$ cat src/rtl/toaplan_v1_pkg.sv
// Shared types for the Toaplan v1 core: 68K/Z80 work-RAM arbiter states,
// port ownership and the shared-RAM address width.
package toaplan_v1_pkg;

   localparam int SHARED_RAM_AW = 11;

   typedef enum logic [1:0] {
      IDLE   = 2'd0,
      ACCESS = 2'd1,
      DONE   = 2'd2
   } arb_state_t;

   typedef enum logic {
      OWN_M68K = 1'b0,
      OWN_Z80  = 1'b1
   } owner_t;

   // Round-robin on a tie: the port that did not win last time goes first.
   function automatic owner_t pick_grant(input logic m68k_pending,
                                         input logic z80_pending,
                                         input owner_t last_grant);
      if (m68k_pending && z80_pending)
         return (last_grant == OWN_M68K) ? OWN_Z80 : OWN_M68K;
      else if (z80_pending)
         return OWN_Z80;
      else
         return OWN_M68K;
   endfunction

endpackage

$ cat src/rtl/shared_ram_arbiter_if.sv
// CPU-side and BRAM-side signals of the shared work-RAM arbiter.
// slave = the arbiter itself, master = bus glue / BRAM around it.
interface shared_ram_arbiter_if #(
   parameter int ADDR_W = toaplan_v1_pkg::SHARED_RAM_AW
);
   logic              m68k_req;
   logic              m68k_we;
   logic [ADDR_W-1:0] m68k_addr;
   logic [7:0]        m68k_din;
   logic [7:0]        m68k_dout;
   logic              m68k_ack;

   logic              z80_req;
   logic              z80_we;
   logic [ADDR_W-1:0] z80_addr;
   logic [7:0]        z80_din;
   logic [7:0]        z80_dout;
   logic              z80_wait_n;

   logic [ADDR_W-1:0] ram_addr;
   logic              ram_we;
   logic [7:0]        ram_wdata;
   logic [7:0]        ram_rdata;

   modport slave (
      input  m68k_req, m68k_we, m68k_addr, m68k_din,
      output m68k_dout, m68k_ack,
      input  z80_req, z80_we, z80_addr, z80_din,
      output z80_dout, z80_wait_n,
      output ram_addr, ram_we, ram_wdata,
      input  ram_rdata
   );

   modport master (
      output m68k_req, m68k_we, m68k_addr, m68k_din,
      input  m68k_dout, m68k_ack,
      output z80_req, z80_we, z80_addr, z80_din,
      input  z80_dout, z80_wait_n,
      input  ram_addr, ram_we, ram_wdata,
      output ram_rdata
   );
endinterface

$ cat src/rtl/shared_ram_port_tracker.sv
// Per-CPU request tracker: a completed access is remembered until the CPU
// drops its request, so a held request never gets a second access.
module shared_ram_port_tracker (
   input  logic clk_sys,
   input  logic reset_n,
   input  logic req,
   input  logic done,
   output logic pending,
   output logic served
);

   always_ff @(posedge clk_sys or negedge reset_n) begin
      if (!reset_n)
         served <= 1'b0;
      else if (!req)
         served <= 1'b0;
      else if (done)
         served <= 1'b1;
   end

   assign pending = req & ~served;

endmodule

$ cat src/rtl/shared_ram_arbiter.sv
// Time-shares one synchronous BRAM port between the 68K and the Z80;
// one-cycle ack to the 68K DTACK logic, combinational WAIT to the Z80.
module shared_ram_arbiter
   import toaplan_v1_pkg::*;
#(
   parameter int ADDR_W      = SHARED_RAM_AW,
   parameter int RAM_LATENCY = 1
) (
   input  logic                 clk_sys,
   input  logic                 reset_n,
   shared_ram_arbiter_if.slave  bus
);

   localparam logic [1:0] LAT = 2'(RAM_LATENCY);

   arb_state_t        state;
   owner_t            owner;
   owner_t            last_grant;
   owner_t            grant_sel;
   logic [1:0]        cnt;
   logic              acc_we;

   logic [ADDR_W-1:0] ram_addr_q;
   logic [7:0]        ram_wdata_q;
   logic              ram_we_q;
   logic [7:0]        m68k_dout_q;
   logic [7:0]        z80_dout_q;
   logic              m68k_ack_q;

   logic              m68k_pending, m68k_served, m68k_done;
   logic              z80_pending,  z80_served,  z80_done;

   // A withdrawn request still lets the access finish, but earns no completion.
   assign m68k_done = (state == DONE) && (owner == OWN_M68K) && bus.m68k_req && !m68k_served;
   assign z80_done  = (state == DONE) && (owner == OWN_Z80)  && bus.z80_req  && !z80_served;

   assign grant_sel = pick_grant(m68k_pending, z80_pending, last_grant);

   shared_ram_port_tracker u_m68k_trk (
      .clk_sys (clk_sys),
      .reset_n (reset_n),
      .req     (bus.m68k_req),
      .done    (m68k_done),
      .pending (m68k_pending),
      .served  (m68k_served)
   );

   shared_ram_port_tracker u_z80_trk (
      .clk_sys (clk_sys),
      .reset_n (reset_n),
      .req     (bus.z80_req),
      .done    (z80_done),
      .pending (z80_pending),
      .served  (z80_served)
   );

   always_ff @(posedge clk_sys or negedge reset_n) begin
      if (!reset_n) begin
         state       <= IDLE;
         owner       <= OWN_M68K;
         last_grant  <= OWN_Z80;
         cnt         <= 2'd0;
         acc_we      <= 1'b0;
         ram_addr_q  <= '0;
         ram_wdata_q <= 8'h00;
         ram_we_q    <= 1'b0;
         m68k_dout_q <= 8'h00;
         z80_dout_q  <= 8'h00;
         m68k_ack_q  <= 1'b0;
      end else begin
         ram_we_q   <= 1'b0;
         m68k_ack_q <= 1'b0;
         unique case (state)
            IDLE: begin
               if (m68k_pending || z80_pending) begin
                  owner      <= grant_sel;
                  last_grant <= grant_sel;
                  cnt        <= LAT;
                  state      <= ACCESS;
                  if (grant_sel == OWN_M68K) begin
                     ram_addr_q  <= bus.m68k_addr;
                     ram_wdata_q <= bus.m68k_din;
                     ram_we_q    <= bus.m68k_we;
                     acc_we      <= bus.m68k_we;
                  end else begin
                     ram_addr_q  <= bus.z80_addr;
                     ram_wdata_q <= bus.z80_din;
                     ram_we_q    <= bus.z80_we;
                     acc_we      <= bus.z80_we;
                  end
               end
            end
            // Wait out the BRAM read latency before sampling ram_rdata.
            ACCESS: begin
               cnt <= cnt - 2'd1;
               if (cnt == 2'd1)
                  state <= DONE;
            end
            DONE: begin
               if (m68k_done) begin
                  m68k_ack_q <= 1'b1;
                  if (!acc_we)
                     m68k_dout_q <= bus.ram_rdata;
               end
               if (z80_done && !acc_we)
                  z80_dout_q <= bus.ram_rdata;
               state <= IDLE;
            end
            default: state <= IDLE;
         endcase
      end
   end

   assign bus.ram_addr   = ram_addr_q;
   assign bus.ram_wdata  = ram_wdata_q;
   assign bus.ram_we     = ram_we_q;
   assign bus.m68k_dout  = m68k_dout_q;
   assign bus.m68k_ack   = m68k_ack_q;
   assign bus.z80_dout   = z80_dout_q;
   assign bus.z80_wait_n = ~(bus.z80_req & ~z80_served);

endmodule

$ cat src/flat_wrapper.sv
// flat-port wrapper written by rule: the top's interface ports become plain ports
module shared_ram_arbiter_flat import toaplan_v1_pkg::*;
#(
   parameter int ADDR_W      = SHARED_RAM_AW,
   parameter int RAM_LATENCY = 1
)
  (clk_sys, reset_n, bus_m68k_req, bus_m68k_we, bus_m68k_addr, bus_m68k_din, bus_m68k_dout, bus_m68k_ack, bus_z80_req, bus_z80_we, bus_z80_addr, bus_z80_din, bus_z80_dout, bus_z80_wait_n, bus_ram_addr, bus_ram_we, bus_ram_wdata, bus_ram_rdata);
  shared_ram_arbiter_if #(.ADDR_W(ADDR_W)) bus_i ();
  input  logic clk_sys;
  input  logic reset_n;
  input wire logic [$bits(bus_i.m68k_req)-1:0] bus_m68k_req;
  input wire logic [$bits(bus_i.m68k_we)-1:0] bus_m68k_we;
  input wire logic [$bits(bus_i.m68k_addr)-1:0] bus_m68k_addr;
  input wire logic [$bits(bus_i.m68k_din)-1:0] bus_m68k_din;
  output wire logic [$bits(bus_i.m68k_dout)-1:0] bus_m68k_dout;
  output wire logic [$bits(bus_i.m68k_ack)-1:0] bus_m68k_ack;
  input wire logic [$bits(bus_i.z80_req)-1:0] bus_z80_req;
  input wire logic [$bits(bus_i.z80_we)-1:0] bus_z80_we;
  input wire logic [$bits(bus_i.z80_addr)-1:0] bus_z80_addr;
  input wire logic [$bits(bus_i.z80_din)-1:0] bus_z80_din;
  output wire logic [$bits(bus_i.z80_dout)-1:0] bus_z80_dout;
  output wire logic [$bits(bus_i.z80_wait_n)-1:0] bus_z80_wait_n;
  output wire logic [$bits(bus_i.ram_addr)-1:0] bus_ram_addr;
  output wire logic [$bits(bus_i.ram_we)-1:0] bus_ram_we;
  output wire logic [$bits(bus_i.ram_wdata)-1:0] bus_ram_wdata;
  input wire logic [$bits(bus_i.ram_rdata)-1:0] bus_ram_rdata;
  assign bus_i.m68k_req = bus_m68k_req;
  assign bus_i.m68k_we = bus_m68k_we;
  assign bus_i.m68k_addr = bus_m68k_addr;
  assign bus_i.m68k_din = bus_m68k_din;
  assign bus_m68k_dout = bus_i.m68k_dout;
  assign bus_m68k_ack = bus_i.m68k_ack;
  assign bus_i.z80_req = bus_z80_req;
  assign bus_i.z80_we = bus_z80_we;
  assign bus_i.z80_addr = bus_z80_addr;
  assign bus_i.z80_din = bus_z80_din;
  assign bus_z80_dout = bus_i.z80_dout;
  assign bus_z80_wait_n = bus_i.z80_wait_n;
  assign bus_ram_addr = bus_i.ram_addr;
  assign bus_ram_we = bus_i.ram_we;
  assign bus_ram_wdata = bus_i.ram_wdata;
  assign bus_i.ram_rdata = bus_ram_rdata;
  shared_ram_arbiter #(.ADDR_W(ADDR_W), .RAM_LATENCY(RAM_LATENCY)) u_core (.clk_sys(clk_sys), .reset_n(reset_n), .bus(bus_i));
endmodule
$ cat config.mk
export PLATFORM = sky130hd
export DESIGN_NAME = shared_ram_arbiter_flat
export DESIGN_NICKNAME = d
export VERILOG_FILES = /design/src/rtl/toaplan_v1_pkg.sv /design/src/rtl/shared_ram_arbiter_if.sv /design/src/rtl/shared_ram_port_tracker.sv /design/src/rtl/shared_ram_arbiter.sv /design/src/flat_wrapper.sv
export SDC_FILE = /design/constraint.sdc
export NUM_CORES = 1
export LEC_CHECK = 0
export CAP_MARGIN = 20
export CORE_ASPECT_RATIO = 0.5
export CORE_MARGIN = 2
export CORE_UTILIZATION = 35
export CTS_BUF_LIST = sky130_fd_sc_hd__clkbuf_2 sky130_fd_sc_hd__clkbuf_4 sky130_fd_sc_hd__clkbuf_8
export DETAILED_ROUTE_END_ITERATION = 6
export PLACE_DENSITY = 0.66
export SYNTH_ARGS = -nofsm -noshare
export SYNTH_HDL_FRONTEND = slang
export SYNTH_SLANG_ARGS = --single-unit
$ cat constraint.sdc
create_clock -name clk_sys -period 4.5 [get_ports clk_sys]
set_input_delay 0.675 -clock clk_sys [delete_from_list [all_inputs] [get_ports clk_sys]]
set_output_delay 0.675 -clock clk_sys [all_outputs]
set_load 0.01 [all_outputs]
; After elaboration in Yosys (flattened, before gate mapping)
; Index checks and enable logic that the tools add are counted.
[word_totals]
reg_bits = 46
output_inout_bits = 38
input_bits = 52
elab_cells = 65
[classes]
n_reduce_logical = 19
bitwise_logic = 7
addsub = 1
muxes = 18
eq_ne = 7
[ops]
columns = operator, n
row1 = 1-bit 2-to-1 mux, 12
row2 = 11-bit 2-to-1 mux, 1
row3 = 1-bit logical AND, 8
row4 = 8-bit 2-to-1 mux, 1
row5 = "2-bit by 1-bit != test with 1-bit output, second input constant", 4
row6 = 2-bit one-hot mux with 2 select lines, 2
row7 = 2-bit AND reduction, 4
row8 = 1-bit NOT, 5
row9 = "2-bit by 1-bit == test with 1-bit output, second input constant", 2
row10 = 2-bit 2-to-1 mux, 2
row11 = 1-bit logical NOT, 3
row12 = 3-bit AND reduction, 1
row13 = 1-bit bitwise AND, 2
row14 = "2-bit == test, second input constant", 1
row15 = 2-bit logical NOT, 1
row16 = 2-bit nonzero test, 1
row17 = "2-bit by 1-bit subtractor with 2-bit output, second input constant", 1
row18 = 1-bit logical OR, 1

; Longest topological paths before layout
; Gate-level depths: netlist of run 1.
[logic_depth]
depth_word = 7
depth_mapped = 6

; By module
; From an unflattened synthesis of run 1, not the netlist that was laid out.
[hier_totals]
hier_cells = 140
hier_area_um2 = 2057.0
[modules_own_cells]
columns = mod, instances, area_each_um2, cells_per_inst
row1 = shared_ram_arbiter, 1, 1979.4, 134
row2 = shared_ram_port_tracker, 2, 38.8, 3

; Worst setup path before layout of run 1
; OpenSTA, ideal clock, no wires.
[synth_path]
kind = input to output
from = in bus_z80_req
to = out bus_z80_wait_n
path_slack_ns = 2.717
path_buffers = 2
arrival_time_ns = 1.108
t_required_ns = 3.825
path_stages = 3
path_cell_list = nand2b_1 -> buf_6 -> clkbuf_1
[synth_between]
elab_chain_cells = 2
[synth_rtl]
columns = item, line
row1 = "start, declared", flat_wrapper.sv:17  ; input wire logic [$bits(bus_i.z80_req)-1:0] bus_z80_req;
row2 = 1-bit bitwise AND, shared_ram_arbiter.sv:120  ; assign bus.z80_wait_n = ~(bus.z80_req & ~z80_served);
row3 = 1-bit NOT, shared_ram_arbiter.sv:120
row4 = "end, declared", flat_wrapper.sv:22  ; output wire logic [$bits(bus_i.z80_wait_n)-1:0] bus_z80_wait_n;
; Every way passes these cells.

; Final worst setup path of run 1
; Same ends and word-level chain as after synthesis.

==> impl_metrics.py, run 1 <==
metrics = {
    "setup_path": {
        "setup.worst_path.start_class": "input pin",
        "cpMostUsedCell": "clkdlybuf4s50_1",
        "critical_path.startpoint": "bus_z80_req",
        "r2r_end": "u_core.bus.ram_addr[9]",
        "endpoint_kind": "output port",
        "worst-path-buf-inv": 3,
        "crit_chain": "clkdlybuf4s50_1, buf_4, nand2b_1, clkdlybuf4s50_1",
        "crit_arrival_ns": 2.23,
        "cp.required_ns": 3.83,
        "cpMaxStageDelayCell": "clkdlybuf4s50_1",
        "critPathKind": "in -> out",
        "reg2reg_from": "u_core.u_z80_trk.served",
        "r2r_setup_slack_ns": 1.87,
        "slowest_delay_ns": 0.62,
        "path_delay_family": "buffers and inverters",
        "cp.depth": 4,
        "cp_max_fo": 23,
        "reg2reg_depth": 4,
        "critPathCapture": "bus_z80_wait_n",
    },
    "grt": {
        "grt_pass1_wl_um": 9804,
        "grt_max_degree": 47,
        "grt.total_usage_pct": 16.98,
        "grt_pass1_vias": 1968,
        "globalRoute.totalOverflow": 0,
        "antenna_found_initial": 0,
    },
    "timing": {
        "setup_viol": 0,
        "maxSlewViolCount": 0,
        "fmax_mhz": 344.0,
        "final.setup.tns_ns": 0,
        "fin_ws_ns": 1.593,
        "hold_viol_final": 0,
        "timing.final.crit_period_ns": 2.907,
        "slew_headroom_pct": 40.92,
        "rsz0062_at_grt": "no",
        "fin_worst_skew_ns": 0.008884,
        "post-route-period-util_pct": 64.61,
        "tightest_slew_ns": 0.8863,
    },
    "route": {
        "route.met2.wl_um": 2781,
        "wl_met1_um": 2857,
        "dr.pass1.iters": 4,
        "vias_per_cell": 5.057,
        "drt_wl_total_um": 6040,
        "top_layer": "met4",
        "drt_iter0_markers": 111,
        "met3WireLength_um": 344,
        "num_vias": 1952,
        "wire_per_inst_um": 15.65,
        "drc": 0,
        "ant_nets": 0,
    },
    "floorplan": {
        "io_pins": 90,
        "fp.dieH_um": 61.91,
        "initial_core_util_pct": 35.59,
        "die_w_um": 119.8,
        "die_area_mm2": 0.007417,
        "num_rows": 21,
        "core_mm2": 0.006595,
    },
    "finish": {
        "diodes": 0,
        "stdcell_area_mm2": 0.003379,
        "layout_commonest_cell": "clkdlybuf4s50_1",
        "area_growth_pct": 43.98,
        "final_nets": 346,
        "drive_gt1_share_pct": 10.88,
        "mostFrequentLayoutCells": "clkdlybuf4s50_1 (88), dfrtp_1 (45), inv_1 (23)",
    },
    "clocking": {
        "cts_tree": "built",
        "hold_buffers": 0,
        "ctsRootBufferMaster": "clkbuf_8",
        "clk_latency_ns": 0.30,
        "htree_levels": 2,
        "cts_max_path_buffers": 2,
        "cts_resized": 0,
        "clock-sinks": 46,
        "cts_made_buffers": 5,
        "clk_pin_slew_worst_paths_ns": 0.09,
        "cts_setup_buffers": 0,
    },
    "yosys": {
        "yosys.area.top_type": "dfrtp_1",
        "yosysUniqueCellTypes": 29,
        "yosysWarnings": 0,
        "synth_area_leaders": "dfrtp_1 (48%), and3b_1 (7.8%), a221oi_1 (7.5%), a22oi_1 (6.4%), mux2_4 (5.1%)",
        "synth_top_area_share_pct": 47.97,
        "async_reset_ff_share_pct": 100.0,
        "netlist_area_mm2": 0.002347,
        "postSynthAreaPerCell_um2": 10.92,
        "ys.flop_type": "dfrtp_1",
        "syn_inst": 215,
        "synth_edf_count": 0,
        "yosysSeqAreaShare_pct": 49.09,
        "synth-seq-cells": 46,
        "synth_nets": 268,
    },
    "power": {
        "ir_drop_v": 0.0001690,
        "powerDensity_mw_per_mm2": 587.1,
        "leakagePower_uw": 0.001496,
    },
    "placed_design": {
        "placed_area_mm2": 0.003269,
        "dp_hpwl_um": 4082,
        "gp_congestion": 0.7532,
        "port-buffer-count": 89,
        "post-place-ws_ns": 1.388,
    },
    "worst_hold_path": {
        "min_path_type": "in -> async",
    },
    "run_status": {
        "status": "finished, final reports clean",
    },
    "flow_run": {
        "cap_violations": 0,
    },
}
synthesized netlist by cell type, drive strengths merged, types with 3 or more instances:
cell,number
clkbuf,17
inv,23
a221oi,20
and3b,21
o21ai,20
a22oi,20
dfrtp,45
mux2,16
nor2,3
buf,5
nand2b,3
metal layers:
metal  track usage (%)  up-vias
met5                 0        -
met4             4.370        0
met3             3.741        7
met2             28.65       56
met1             22.93      951
li1                  -      938
stage by stage:
stage | total power, uW | std cells | utilization (%) | hold slack (ns)
floorplan | 1265 | 215 | - | 0.3794
global placement | 1713 | 377 | 49.57 | 0.4869
detailed placement | 1739 | 377 | 49.57 | 0.4915
CTS | 2000 | 385 | 50.94 | 0.5073
global route | 2137 | 386 | 51.24 | 0.2248
finish | 1984 | 386 | 51.24 | 0.2272
registers in the layout, summed over array words and instances, names as in the netlist:
name                      flops
u_core.bus.ram_wdata          8
u_core.last_grant             1
u_core.acc_we                 1
u_core.owner                  1
u_core.u_m68k_trk.served      1
u_core.cnt                    2
u_core.bus.z80_dout           8
u_core.bus.m68k_dout          8
u_core.bus.ram_we             1
u_core.bus.ram_addr          11
u_core.state                  2
u_core.u_z80_trk.served       1
u_core.bus.m68k_ack           1
layout make-up:
cell class	count	area, um2
Sequential cell	46	1152
Clock buffer	5	68.82
Tap cell	92	115.1
Multi-Input combinational cell	124	1007
Clock inverter	3	21.27
Fill cell	609	3216
Inverter	23	86.33
Timing Repair Buffer	93	928.4
power breakdown:
part | switching [uW] | internal, uW
Combinational | 426 | 561
Clock | 148 | 109
Sequential | 126 | 614
worst min-delay path by stage:
stage                     cells after the start                      end                   start
after floorplan                               0            u_core.acc_we                 reset_n
after global placement                        1        u_core.last_grant       u_core.last_grant
after detailed placement                      1   u_core.bus.z80_dout[1]  u_core.bus.z80_dout[1]
after CTS                                     1        u_core.last_grant       u_core.last_grant
after global routing                          1  u_core.bus.ram_wdata[1]                 reset_n
final                                         1        u_core.bus.ram_we                 reset_n
cells by family after synthesis:
logic type	synth area share (%)
AO/OA/AOI/OAI	20.63
flip-flops	49.09
buffers and inverters	7.995
AND/OR/NAND/NOR	12.79
multiplexers	8.956
adder cells (fa/ha/maj)	0.5330
worst register-to-register path, stage by stage (launching register included):
cell and delay [ns]:
dfrtp_1 0.70, nand2b_1 0.44, buf_4 0.38, a21o_1 0.76
a22oi_1 0.21
Power figures use the tool's default switching activity.
==> inputs of run 2 (changes only) <==
==> constraint.sdc (replaced) <==
create_clock -name clk_sys -period 2.8 [get_ports clk_sys]
set_input_delay 0.42 -clock clk_sys [delete_from_list [all_inputs] [get_ports clk_sys]]
set_output_delay 0.42 -clock clk_sys [all_outputs]
set_load 0.01 [all_outputs]
==> impl_metrics.py, run 2 (synthesized netlist as in run 1, its figures left out) <==
metrics = {
    "run_status": {
        "status": "finished, final reports clean",
    },
    "route": {
        "drt_wl_total_um": 6082,
        "wire_per_inst_um": 15.59,
        "ant_nets": 0,
        "vias_per_cell": 5.090,
        "drc": 0,
        "dr.pass1.iters": 4,
        "drt_iter0_markers": 117,
        "num_vias": 1985,
    },
    "setup_path": {
        "critPathKind": "in -> out",
        "cp.required_ns": 2.38,
        "r2r_setup_slack_ns": 0.86,
        "critPathCapture": "bus_z80_wait_n",
        "cpMaxStageDelayCell": "clkdlybuf4s50_1",
        "worst-path-buf-inv": 2,
        "cp_max_fo": 4,
        "slowest_delay_ns": 0.59,
        "cpMostUsedCell": "clkdlybuf4s50_1",
        "crit_chain": "clkdlybuf4s50_1, nand2b_1, clkdlybuf4s50_1",
        "r2r_end": "u_core.bus.ram_addr[5]",
        "critical_path.startpoint": "bus_z80_req",
        "reg2reg_depth": 4,
        "path_delay_family": "buffers and inverters",
        "setup.worst_path.start_class": "input pin",
        "endpoint_kind": "output port",
        "reg2reg_from": "u_core.state[1]",
        "cp.depth": 3,
        "crit_arrival_ns": 1.57,
    },
    "grt": {
        "grt_pass1_vias": 2002,
        "globalRoute.totalOverflow": 0,
        "grt.total_usage_pct": 16.68,
        "grt_pass1_wl_um": 9818,
        "antenna_found_initial": 0,
        "grt_max_degree": 47,
    },
    "floorplan": {
        "fp.dieH_um": 61.91,
        "die_area_mm2": 0.007417,
        "die_w_um": 119.8,
        "num_rows": 21,
        "initial_core_util_pct": 35.59,
        "io_pins": 90,
        "core_mm2": 0.006595,
    },
    "timing": {
        "rsz0062_at_grt": "no",
        "fin_worst_skew_ns": 0.005851,
        "hold_viol_final": 0,
        "slew_headroom_pct": 45.32,
        "maxSlewViolCount": 0,
        "setup_viol": 0,
        "post-route-period-util_pct": 71.10,
        "timing.final.crit_period_ns": 1.991,
        "fin_ws_ns": 0.8093,
        "fmax_mhz": 502.3,
        "tightest_slew_ns": 0.8202,
        "final.setup.tns_ns": 0,
    },
    "worst_hold_path": {
        "min_path_type": "in -> async",
    },
    "finish": {
        "fillers": 603,
        "drive_gt1_share_pct": 12.08,
        "mostFrequentLayoutCells": "clkdlybuf4s50_1 (88), dfrtp_1 (45), inv_1 (23)",
        "diodes": 0,
        "final_util_pct": 51.64,
        "area_growth_pct": 45.10,
        "final_nets": 350,
        "largest_reg_flops": 11,
        "layout_commonest_cell": "clkdlybuf4s50_1",
    },
    "clocking": {
        "cts_made_buffers": 5,
        "cts_setup_buffers": 0,
        "clk_latency_ns": 0.29,
        "htree_levels": 2,
        "ctsRootBufferMaster": "clkbuf_8",
        "clock-sinks": 46,
        "cts_max_path_buffers": 2,
        "hold_buffers": 0,
        "clk_pin_slew_worst_paths_ns": 0.08,
        "cts_resized": 0,
        "cts_tree": "built",
    },
    "placed_design": {
        "dp_hpwl_um": 4227,
        "port-buffer-count": 89,
        "gp_congestion": 0.7309,
        "post-place-ws_ns": 0.6064,
    },
    "power": {
        "ir_drop_v": 0.0003073,
        "powerDensity_mw_per_mm2": 941.8,
        "leakagePower_uw": 0.001519,
    },
    "flow_run": {
        "cap_violations": 0,
    },
}
run 2: changes by cell type in the layout (fill, tap and decap cells not counted), sizes merged:
cell and delta:
buf +4, clkbuf +1, clkinvlp -1
run 2: how the worst min path moves through the flow:
stage	startpoint	to	slack, ns	cells past startpoint
5_1_grt	reset_n	u_core.owner	0.05	1
3_3_place_gp	u_core.last_grant	u_core.last_grant	0.48	1
2_1_floorplan	reset_n	u_core.acc_we	0.12	0
6_report	reset_n	u_core.state[1]	0.04	1
3_5_place_dp	u_core.last_grant	u_core.last_grant	0.48	1
4_1_cts	reset_n	u_core.bus.ram_addr[3]	0.34	1
run 2: final cells by class:
class | count | area, um2 | area share (%)
sequential | 46 | 1152 | 33.84
multi-input combinational | 124 | 1007 | 29.57
timing repair buffer | 97 | 958.4 | 28.14
tap | 92 | 115.1 | 3.380
inverter | 23 | 86.33 | 2.535
clock buffer | 6 | 76.32 | 2.241
clock inverter | 2 | 10.01 | 0.2939
run 2: where the power goes:
part / switching (uW) / internal, uW
registers: 188 / 987
logic: 714 / 920
clock network: 216 / 183
total: 1120 / 2090
run 2: metrics by stage:
stage	instances	cell area [um2]	power, uW	hold WS (ns)
floorplan	215	2347	2033	0.1244
global placement	381	3299	2778	0.4769
detailed placement	381	3299	2820	0.4812
CTS	389	3386	3228	0.3410
global route	390	3406	3463	0.05282
finish	390	3406	3207	0.03769
run 2: routing by layer:
layer	wire, um	track usage (%)	vias up
met1	2815	22.43	978
met3	325	3.558	2
met2	2917	29.47	60
met5	0	0	-
met4	24	2.017	0
li1	-	-	945
run 2: worst register-to-register path: stages, from the launching register on:
cell and delay (ns):
dfrtp_1 0.39, or2_1 0.66, a21o_1 0.32, buf_4 0.31, a22oi_1 0.14
==> inputs of run 3 (changes only) <==
--- a/config.mk
+++ b/config.mk
@@ -11,7 +11,7 @@
 export CORE_UTILIZATION = 35
 export CTS_BUF_LIST = sky130_fd_sc_hd__clkbuf_2 sky130_fd_sc_hd__clkbuf_4 sky130_fd_sc_hd__clkbuf_8
 export DETAILED_ROUTE_END_ITERATION = 6
-export PLACE_DENSITY = 0.66
+export PLACE_DENSITY = 0.69
 export SYNTH_ARGS = -nofsm -noshare
 export SYNTH_HDL_FRONTEND = slang
 export SYNTH_SLANG_ARGS = --single-unit
==> constraint.sdc (replaced) <==
create_clock -name clk_sys -period 1.8 [get_ports clk_sys]
set_input_delay 0.27 -clock clk_sys [delete_from_list [all_inputs] [get_ports clk_sys]]
set_output_delay 0.27 -clock clk_sys [all_outputs]
set_load 0.01 [all_outputs]
==> impl_metrics.py, run 3 (synthesized netlist as in run 1, its figures left out) <==
metrics = {
    "run_status": {
        "status": "finished, final reports clean",
    },
    "route": {
        "wire_per_inst_um": 15.66,
        "ant_nets": 0,
        "drt_wl_total_um": 6233,
        "drt_iter0_markers": 112,
        "drc": 0,
        "vias_per_cell": 5.063,
        "num_vias": 2015,
        "dr.pass1.iters": 4,
    },
    "placed_design": {
        "port-buffer-count": 89,
        "gp_congestion": 0.8312,
        "placed_area_mm2": 0.003392,
        "dp_hpwl_um": 4548,
    },
    "clocking": {
        "cts_made_buffers": 5,
        "cts_tree": "built",
        "clk_pin_slew_worst_paths_ns": 0.09,
        "clk_latency_ns": 0.30,
        "htree_levels": 2,
        "cts_setup_buffers": 0,
        "clock-sinks": 46,
        "cts_max_path_buffers": 2,
        "hold_buffers": 0,
        "ctsRootBufferMaster": "clkbuf_8",
    },
    "timing": {
        "fmax_mhz": 602.9,
        "slew_headroom_pct": 56.47,
        "timing.final.crit_period_ns": 1.659,
        "hold_viol_final": 0,
        "fin_worst_skew_ns": 0.006904,
        "post-route-period-util_pct": 92.14,
        "tightest_slew_ns": 0.6530,
        "final.setup.tns_ns": 0,
        "maxSlewViolCount": 0,
        "rsz0062_at_grt": "no",
        "setup_viol": 0,
    },
    "floorplan": {
        "die_w_um": 119.8,
        "fp.dieH_um": 61.91,
        "initial_core_util_pct": 35.59,
        "die_area_mm2": 0.007417,
        "io_pins": 90,
        "core_mm2": 0.006595,
        "num_rows": 21,
    },
    "power": {
        "seq_power_share_pct": 34.8,
        "swShare_pct": 34.06,
        "internal-power_uw": 3486,
        "powerDensity_mw_per_mm2": 1507,
        "combPwrFrac_pct": 50.3,
        "p_switching_uw": 1800,
        "ir_drop_v": 0.0005031,
        "leakagePower_uw": 0.001575,
        "clockPowerShare_pct": 14.9,
        "finalPower_uw": 5286,
    },
    "finish": {
        "mostFrequentLayoutCells": "clkdlybuf4s50_1 (87), dfrtp_1 (45), inv_1 (23)",
        "largest_reg_flops": 11,
        "drive_gt1_share_pct": 14.38,
        "diodes": 0,
        "final_nets": 358,
        "area_growth_pct": 49.47,
        "stdcell_area_mm2": 0.003508,
        "layout_commonest_cell": "clkdlybuf4s50_1",
        "final_util_pct": 53.20,
    },
    "grt": {
        "grt.total_usage_pct": 16.97,
        "grt_max_degree": 47,
        "grt_pass1_wl_um": 9894,
        "globalRoute.totalOverflow": 0,
        "antenna_found_initial": 0,
        "grt_pass1_vias": 2018,
    },
    "setup_path": {
        "critPathKind": "reg -> reg",
        "reg2reg_depth": 3,
        "setup.worst_path.start_class": "register",
        "reg2reg_from": "u_core.last_grant",
        "crit_arrival_ns": 1.88,
        "r2r_end": "u_core.bus.ram_we",
        "cp_max_fo": 20,
        "r2r_setup_slack_ns": 0.14,
        "cp.required_ns": 2.02,
        "endpoint_kind": "register",
    },
    "worst_hold_path": {
        "min_path_type": "in -> async",
    },
    "flow_run": {
        "cap_violations": 0,
    },
}
-- run 3: changes by cell type in the layout (fill, tap and decap cells not counted), sizes merged --
cell | before | now
bufinv | 0 | 1
clkinv | 2 | 0
clkdlybuf4s50 | 88 | 87
buf | 9 | 17
clkinvlp | 0 | 1
dlymetal6s2s | 0 | 1
-- run 3: routing by layer --
layer	global-route usage [%]	routed length (um)	vias to the layer above
met3	4.015	331	2
met4	4.706	19	0
met5	0	0	-
li1	-	-	960
met2	29.22	3060	60
met1	22.20	2823	993
-- run 3: per-stage QoR --
stage	cells	setup WS, ns	hold slack [ns]
3_5_place_dp	390	-0.08851	0.3997
4_1_cts	398	0.03930	0.07315
3_3_place_gp	390	-0.02519	0.3878
5_1_grt	398	0.04704	0.09494
6_report	398	0.1415	0.04115
2_1_floorplan	215	0.2518	-0.02559
-- run 3: timing repair --
action / CTS / global route
setup endpoints to repair: 0 / 1
gates resized for setup: 0 / 1
endpoints found under the hold margin: 0 / 0
-- run 3: worst max path at each step --
stage	from	end	slack [ns]	cells past startpoint
floorplan	u_core.u_z80_trk.served	u_core.bus.z80_dout[0]	0.25	5
global placement	bus_z80_req	u_core.bus.z80_dout[6]	-0.03	5
detailed placement	bus_m68k_req	u_core.bus.ram_we	-0.09	4
CTS	u_core.u_z80_trk.served	bus_z80_wait_n	0.04	3
global route	u_core.last_grant	u_core.bus.ram_we	0.05	3
finish	u_core.last_grant	u_core.bus.ram_we	0.14	3
-- run 3: cell type report --
cell class / instances / area [um2]
Clock inverter: 2 / 37.54
Tap cell: 92 / 115.1
Timing Repair Buffer: 105 / 1033
Fill cell: 580 / 3087
Inverter: 23 / 86.33
Sequential cell: 46 / 1152
Multi-Input combinational cell: 124 / 1007
Clock buffer: 6 / 76.32
-- run 3: power by group through the flow --
stage / clock (uW) / sequential (uW) / combinational (uW)
2_1_floorplan: 0 / 1990 / 1170
3_3_place_gp: 0 / 1830 / 2600
3_5_place_dp: 0 / 1860 / 2670
4_1_cts: 804 / 1840 / 2680
5_1_grt: 860 / 1900 / 2890
6_report: 788 / 1840 / 2660
-- run 3: worst max-delay path, cell delays in order, from the launching register on --
cell and delay, ns:
dfstp_2 0.56, and3b_1 0.59, o21ai_0 0.21, a21oi_1 0.22
